--- src/rtl/muldiv_sequencer.sv ---
// Iterative 16-cycle multiply/divide unit with MIPS-style Hi/Lo registers.
// Shift-add multiply and restoring divide share one 2*WIDTH accumulator.
//
// state | meaning
// IDLE  | waiting for start
// RUN   | one shift-add / shift-subtract step per cycle, counter 0..15
// FIX   | sign correction, Hi/Lo loaded on exit
// DONE  | one-cycle done pulse; may accept a new op
module muldiv_sequencer #(
  parameter int WIDTH = 16
) (
  input  logic             clock,
  input  logic             reset,
  input  logic             start,
  input  logic [1:0]       op,
  input  logic [WIDTH-1:0] inA,
  input  logic [WIDTH-1:0] inB,
  input  logic             rd_hi,
  input  logic             rd_lo,
  output logic             busy,
  output logic             done,
  output logic             div_zero,
  output logic             stall,
  output logic [WIDTH-1:0] result,
  output logic [WIDTH-1:0] Hi,
  output logic [WIDTH-1:0] Lo
);

  typedef enum logic [1:0] {S_IDLE, S_RUN, S_FIX, S_DONE} state_t;

  state_t               state_q, state_d;
  logic                 is_div_q, is_div_d;
  logic                 neg_q, neg_d;
  logic                 rneg_q, rneg_d;
  logic [WIDTH-1:0]     b_q, b_d;
  logic [2*WIDTH-1:0]   acc_q, acc_d;
  logic [4:0]           cnt_q, cnt_d;
  logic [WIDTH-1:0]     hi_q, hi_d, lo_q, lo_d;
  logic                 busy_q, busy_d, done_q, done_d, dz_q, dz_d;

  logic                 sgn, accept;
  logic [WIDTH-1:0]     mag_a, mag_b, add_b;
  logic [WIDTH:0]       add_sum, rsh, diff;
  logic [2*WIDTH-1:0]   fix_prod;
  logic [WIDTH-1:0]     fix_quo, fix_rem;

  always_comb begin
    state_d  = state_q;
    is_div_d = is_div_q;
    neg_d    = neg_q;
    rneg_d   = rneg_q;
    b_d      = b_q;
    acc_d    = acc_q;
    cnt_d    = cnt_q;
    hi_d     = hi_q;
    lo_d     = lo_q;
    dz_d     = 1'b0;

    sgn    = ~op[0];
    accept = start && (state_q == S_IDLE || state_q == S_DONE);
    mag_a  = (sgn && inA[WIDTH-1]) ? -inA : inA;
    mag_b  = (sgn && inB[WIDTH-1]) ? -inB : inB;

    add_b   = acc_q[0] ? b_q : '0;
    add_sum = {1'b0, acc_q[2*WIDTH-1:WIDTH]} + {1'b0, add_b};
    // Partial remainder shifted left by one; can exceed WIDTH bits before subtract.
    rsh     = {acc_q[2*WIDTH-1:WIDTH], acc_q[WIDTH-1]};
    diff    = rsh - {1'b0, b_q};

    fix_prod = neg_q  ? -acc_q : acc_q;
    fix_quo  = neg_q  ? -acc_q[WIDTH-1:0] : acc_q[WIDTH-1:0];
    fix_rem  = rneg_q ? -acc_q[2*WIDTH-1:WIDTH] : acc_q[2*WIDTH-1:WIDTH];

    case (state_q)
      S_IDLE, S_DONE: begin
        if (accept) begin
          is_div_d = op[1];
          neg_d    = sgn && (inA[WIDTH-1] ^ inB[WIDTH-1]);
          rneg_d   = sgn && inA[WIDTH-1];
          cnt_d    = '0;
          if (op[1]) begin
            acc_d = {{WIDTH{1'b0}}, mag_a};
            b_d   = mag_b;
          end else begin
            acc_d = {{WIDTH{1'b0}}, mag_b};
            b_d   = mag_a;
          end
          if (op[1] && inB == '0) begin
            state_d = S_DONE;
            dz_d    = 1'b1;
          end else begin
            state_d = S_RUN;
          end
        end else if (state_q == S_DONE) begin
          state_d = S_IDLE;
        end
      end
      S_RUN: begin
        if (is_div_q) begin
          if (!diff[WIDTH])
            acc_d = {diff[WIDTH-1:0], acc_q[WIDTH-2:0], 1'b1};
          else
            acc_d = {rsh[WIDTH-1:0], acc_q[WIDTH-2:0], 1'b0};
        end else begin
          acc_d = {add_sum, acc_q[WIDTH-1:1]};
        end
        cnt_d = cnt_q + 5'd1;
        if (cnt_q == 5'(WIDTH-1))
          state_d = S_FIX;
      end
      S_FIX: begin
        state_d = S_DONE;
        if (is_div_q) begin
          hi_d = fix_rem;
          lo_d = fix_quo;
        end else begin
          hi_d = fix_prod[2*WIDTH-1:WIDTH];
          lo_d = fix_prod[WIDTH-1:0];
        end
      end
      default: state_d = S_IDLE;
    endcase

    busy_d = (state_d == S_RUN) || (state_d == S_FIX);
    done_d = (state_d == S_DONE);
  end

  always_ff @(posedge clock) begin
    if (reset) begin
      state_q  <= S_IDLE;
      is_div_q <= 1'b0;
      neg_q    <= 1'b0;
      rneg_q   <= 1'b0;
      b_q      <= '0;
      acc_q    <= '0;
      cnt_q    <= '0;
      hi_q     <= '0;
      lo_q     <= '0;
      busy_q   <= 1'b0;
      done_q   <= 1'b0;
      dz_q     <= 1'b0;
    end else begin
      state_q  <= state_d;
      is_div_q <= is_div_d;
      neg_q    <= neg_d;
      rneg_q   <= rneg_d;
      b_q      <= b_d;
      acc_q    <= acc_d;
      cnt_q    <= cnt_d;
      hi_q     <= hi_d;
      lo_q     <= lo_d;
      busy_q   <= busy_d;
      done_q   <= done_d;
      dz_q     <= dz_d;
    end
  end

  assign busy     = busy_q;
  assign done     = done_q;
  assign div_zero = dz_q;
  assign stall    = (rd_hi | rd_lo) & busy_q;
  assign result   = rd_hi ? hi_q : (rd_lo ? lo_q : '0);
  assign Hi       = hi_q;
  assign Lo       = lo_q;

endmodule

--- config.mk ---
export PLATFORM = sky130hd
export DESIGN_NAME = muldiv_sequencer
export DESIGN_NICKNAME = d
export VERILOG_FILES = /design/src/rtl/muldiv_sequencer.sv
export SDC_FILE = /design/constraint.sdc
export NUM_CORES = 1
export LEC_CHECK = 0
export ABC_AREA = 1
export BUFFER_PORTS_ARGS = -buffer_cell sky130_fd_sc_hd__clkbuf_2
export CAP_MARGIN = 15
export CELL_PAD_IN_SITES_DETAIL_PLACEMENT = 0
export CELL_PAD_IN_SITES_GLOBAL_PLACEMENT = 1
export CORE_ASPECT_RATIO = 0.7
export CORE_MARGIN = 8
export CORE_UTILIZATION = 42
export DETAILED_ROUTE_END_ITERATION = 16
export PLACE_DENSITY_LB_ADDON = 0.1
export SYNTH_ARGS = -nofsm -noshare
export SYNTH_HDL_FRONTEND = slang
export SYNTH_SLANG_ARGS = --single-unit
--- constraint.sdc ---
create_clock -name clock -period 3.35 [get_ports clock]
set_clock_uncertainty 0.1 [all_clocks]
set_input_delay 0.67 -clock clock [delete_from_list [all_inputs] [get_ports clock]]
set_output_delay 0.67 -clock clock [all_outputs]
set_load 0.01 [all_outputs]
Yosys cells after proc, flatten, opt, wreduce, memory -nomap -nowiden. Index checks and enable logic that the tools add are counted.

Register bits: 93. Input bits: 39. Output and inout bits: 52. Logic and storage cells: 72.

$add $sub $neg: 8. Eq/ne operators: 8. Muxes and demuxes: 24. Bitwise operators: 6. Reductions and logical operators: 14.

Operator list (count): $mux W16 (11); $mux W32 (4); $neg A16 Y16 (4); $pmux W32 S2 (1); $neg A32 Y32 (1); $add A16 B16 Y17 (1); $sub A17 B16 Y17 (1); $logic_not A16 Y1 (1); $pmux W5 S2 (1); $eq A2 B2 Y1 const B (4); $mux W2 (4); $pmux W2 S3 (1); $add A5 B1 Y5 const B (1); $eq A5 B4 Y1 const B (1); $logic_and A1 B1 Y1 (5); $mux W5 (1); $eq A2 B1 Y1 const B (2); $reduce_and A2 Y1 (2); $not A1 Y1 (3); $reduce_or A3 Y1 (1); $logic_not A2 Y1 (1); $logic_or A1 B1 Y1 (2); $ne A2 B2 Y1 const B (1); $reduce_bool A2 Y1 (1); 5 further kinds (5).

Longest topological paths before layout.
Depth after elaboration: 7. Gate-level depth with buffers: 18.

Worst setup path before layout. No wires, ideal clock.

Path type: flip-flop to flip-flop. Start point: register acc_q[0]. End point: register acc_q[29]. Library setup time: 0.140 ns. Arrival time: 2.262 ns. Data required time: 3.110 ns. Path slack: 0.849 ns. Cell stages (with the launch flop): 18. Buffers on the path: 2. Cell sequence: dfxtp_1 -> buf_2 -> clkbuf_1 -> nand2_1 -> inv_1 -> ha_1 -> inv_1 -> fa_1 -> o21ai_0 -> nand2_1 -> nand2_1 -> nand2_1 -> nand3_1 -> nand3_1 -> nand2_1 -> inv_1 -> nand2_1 -> a21oi_1.

Cells in the longest elaborated chain, start to end: 4.

Ends and longest elaborated chain: start, declared (line 36) `logic [2*WIDTH-1:0] acc_q, acc_d;`; start signal, assigned (line 135) `acc_q <= '0;`; start signal, assigned (line 148) `acc_q <= acc_d;`; $mux W16 (line 64) `add_b = acc_q[0] ? b_q : '0;`; $add A16 B16 Y17 (line 65) `add_sum = {1'b0, acc_q[2*WIDTH-1:WIDTH]} + {1'b0, add_b};`; $mux W32 (line 99) `if (is_div_q) begin`; $pmux W32 S2 (line 74) `case (state_q)`.

Every way passes these cells. A chain may end at the register's enable or synchronous reset.

Worst setup path after layout.
Start point: register acc_q[0]. End point: register acc_q[23].

The elaborated chain is that of the path after synthesis.

==> results.yml <==
sta:
  fmax_mhz: 371
  worst_slew_pin_slew_ps: 741
  finalHoldViolations: 0
  setup_viol: 0
  tns_ps: 0
  relSlewSlack_pct: 50.5
  rsz0062_at_grt: "no"
  period_share_pct: 80.5
  final-max-slew-violation-count: 0
  period_minus_slack_ps: 2700
synth:
  synth_cell_types: 45
  ys_ff_latch: 93
  synth-edff-count: 0
  synth_ff_type: "dfxtp_1"
  postSynthCellCount: 1498
  async_flop_share_pct: 0
  synth_area_mm2: 0.00864
  ys_seq_area_share_pct: 21.6
  syn_area_per_cell_um2: 5.77
  synth_fp_nets: 1581
  yosysWarnings: 0
critical_path:
  start_kind: "flop"
  reg2reg_from: "acc_q[0]"
  rrSetupSlack_ps: 650
  endpoint_kind: "flop"
  r2r_end: "acc_q[23]"
  worstSetupPathType: "reg2reg"
  crit_required_ps: 3530
  cp-endpoint: "acc_q[23]"
  worst-path-max-fanout: 17
  crit_buf_inv: 2
  crit_start: "acc_q[0]"
  critPathSlowestCell: "dfxtp_1"
  path_common_cell: "nand2_1"
  rr_worst_depth: 13
  critical_path.top_delay_family: "flip-flops"
  slowest_delay_ps: 630
  crit_chain: "nand2_1 > inv_1 > ha_1 > inv_1 > fa_1 > o21ai_0 > nand2_1 > nand2_1 > nand2_1 > a21o_1 > nand3_1 > nand3_1 > a21oi_1"
  crit_arrival_ps: 2870
  path_depth: 13
finish:
  n_antenna_cell: 0
  finalNetCount: 1655
  syn_to_final_growth_pct: 12.5
  final_common_cell: "nand2_1"
  layout-drive-gt1-share_pct: 11.2
  layout.cells.non_filler: 1853
  final_cell_mix: "nand2_1 (418), inv_1 (243), nand3_1 (126), o21ai_0 (121), nor2_1 (119)"
  fillers: 2311
global_route:
  antenna_found_initial: 0
  grt_max_degree: 52
  grt_first_pass_wirelength_um: 48000
  grt_pass1_vias: 8577
  overflow: 0
  grt_usage_pct: 23.6
power:
  peakVddDrop_mv: 0.248
  power_uw: 3470
  p_leak_uw: 0.00509
  power.density_mw_per_mm2: 357
clocking:
  cts_tree: "done"
  cts.sinks: 93
  cts_max_level: 3
  insertion_delay_ps: 360
  root_buffer: "clkbuf_16"
  hold_buffers: 0
  post-cts-setup-buffer-count: 0
  clk_path_buf_depth: 2
  cts_resized: 0
  cts_buffers: 9
  cts.reportedPaths.clkPinSlew_ps: 70
routing:
  routedWlPerCell_um: 16.8
  finalWirelength_um: 31100
  drc: 0
  vias: 9661
  first_iter_violations: 873
  viasPerCell: 5.21
  dr.pass1.iters: 5
  ant_nets: 0
floorplanning:
  rows: 44
  die_y_um: 136
  initial_core_util_pct: 42.2
  ios: 91
  core-area_mm2: 0.0205
  die_area_mm2: 0.0255
  die_x_um: 187
place:
  placed_cells: 1837
  numPortBuffers: 90
  routabilityCongestion: 0.933
  dpl.hpwl_um: 25100
run:
  drv_cap: 0
outcome:
  status: "completed"
min_path:
  hold_path.class: "reg2reg"
## logic make-up (layout without fill, tap and decap cells)
group                    count (synthesis)  after routing  share of synthesized area (%)
AO/OA/AOI/OAI                          285            285                           19.0
XOR/XNOR                                34             34                           3.45
adder cells (fa/ha/maj)                 44             44                           6.55
buffers and inverters                  308            387                           13.7
flip-flops                              93             93                           21.6
AND/OR/NAND/NOR                        734            734                           35.8
## worst min path at each step
stage / endpoint / depth (start not counted) / start
2_1_floorplan: cnt_q[1] / 2 / cnt_q[1]
3_3_place_gp: cnt_q[1] / 2 / cnt_q[1]
3_5_place_dp: cnt_q[1] / 2 / cnt_q[1]
4_1_cts: cnt_q[1] / 2 / cnt_q[1]
5_1_grt: cnt_q[1] / 2 / cnt_q[1]
6_report: cnt_q[1] / 2 / cnt_q[1]
## sequential cells by signal, summed over array words and instances (netlist names)
name,flops
Hi,16
state_q,2
is_div_q,1
neg_q,1
b_q,16
done,1
rneg_q,1
Lo,16
busy,1
div_zero,1
cnt_q,5
acc_q,32
## per-stage QoR
stage,worst slack [ps],utilization [%],instance area (um2),hold WS [ps]
after floorplan,849,-,8640,362
after global placement,746,46.0,9420,379
after detailed placement,700,46.0,9420,385
after CTS,679,47.5,9720,395
after global routing,385,47.5,9720,424
final,654,47.5,9720,394
## cells in the mapped netlist, drive strengths merged (16+ instances only)
master	n	area (um2)
ha	42	526
o21ai	123	616
clkbuf	40	150
buf	17	91.3
inv	248	931
a21oi	99	537
dfxtp	93	1860
nor2	125	489
o211ai	16	120
o221ai	17	149
nor3	19	100
xor2	27	236
nand3	128	651
nand2	428	1630
## routing by layer
layer	up-vias	routed length [um]	track usage, %
met1	4362	16300	35.6
li1	4953	-	-
met5	-	0	0
met3	17	2360	5.66
met4	0	338	4.23
met2	329	12100	33.4
## where the power goes
group / switching (uW) / internal [uW] / total [uW] / leakage, uW
combinational: 780 / 366 / 1150 / 0.00419
sequential: 85.6 / 1150 / 1240 / 0.000757
clock: 478 / 605 / 1080 / 0.000143
total: 1340 / 2120 / 3470 / 0.00509
## cell type report
cell class | count | area (um2) | share of cell area, %
Clock buffer | 12 | 246 | 2.54
Clock inverter | 4 | 55.1 | 0.566
Timing Repair Buffer | 120 | 676 | 6.95
Multi-Input combinational cell | 1097 | 5590 | 57.5
Inverter | 251 | 942 | 9.69
Sequential cell | 93 | 1860 | 19.2
Tap cell | 276 | 345 | 3.55
## worst min-delay path, stage by stage (launching register included)
cell and delay, ps:
dfxtp_1 330, nand2_1 70, a21oi_1 60
Note: power is estimated with default switching activity, not from simulation.
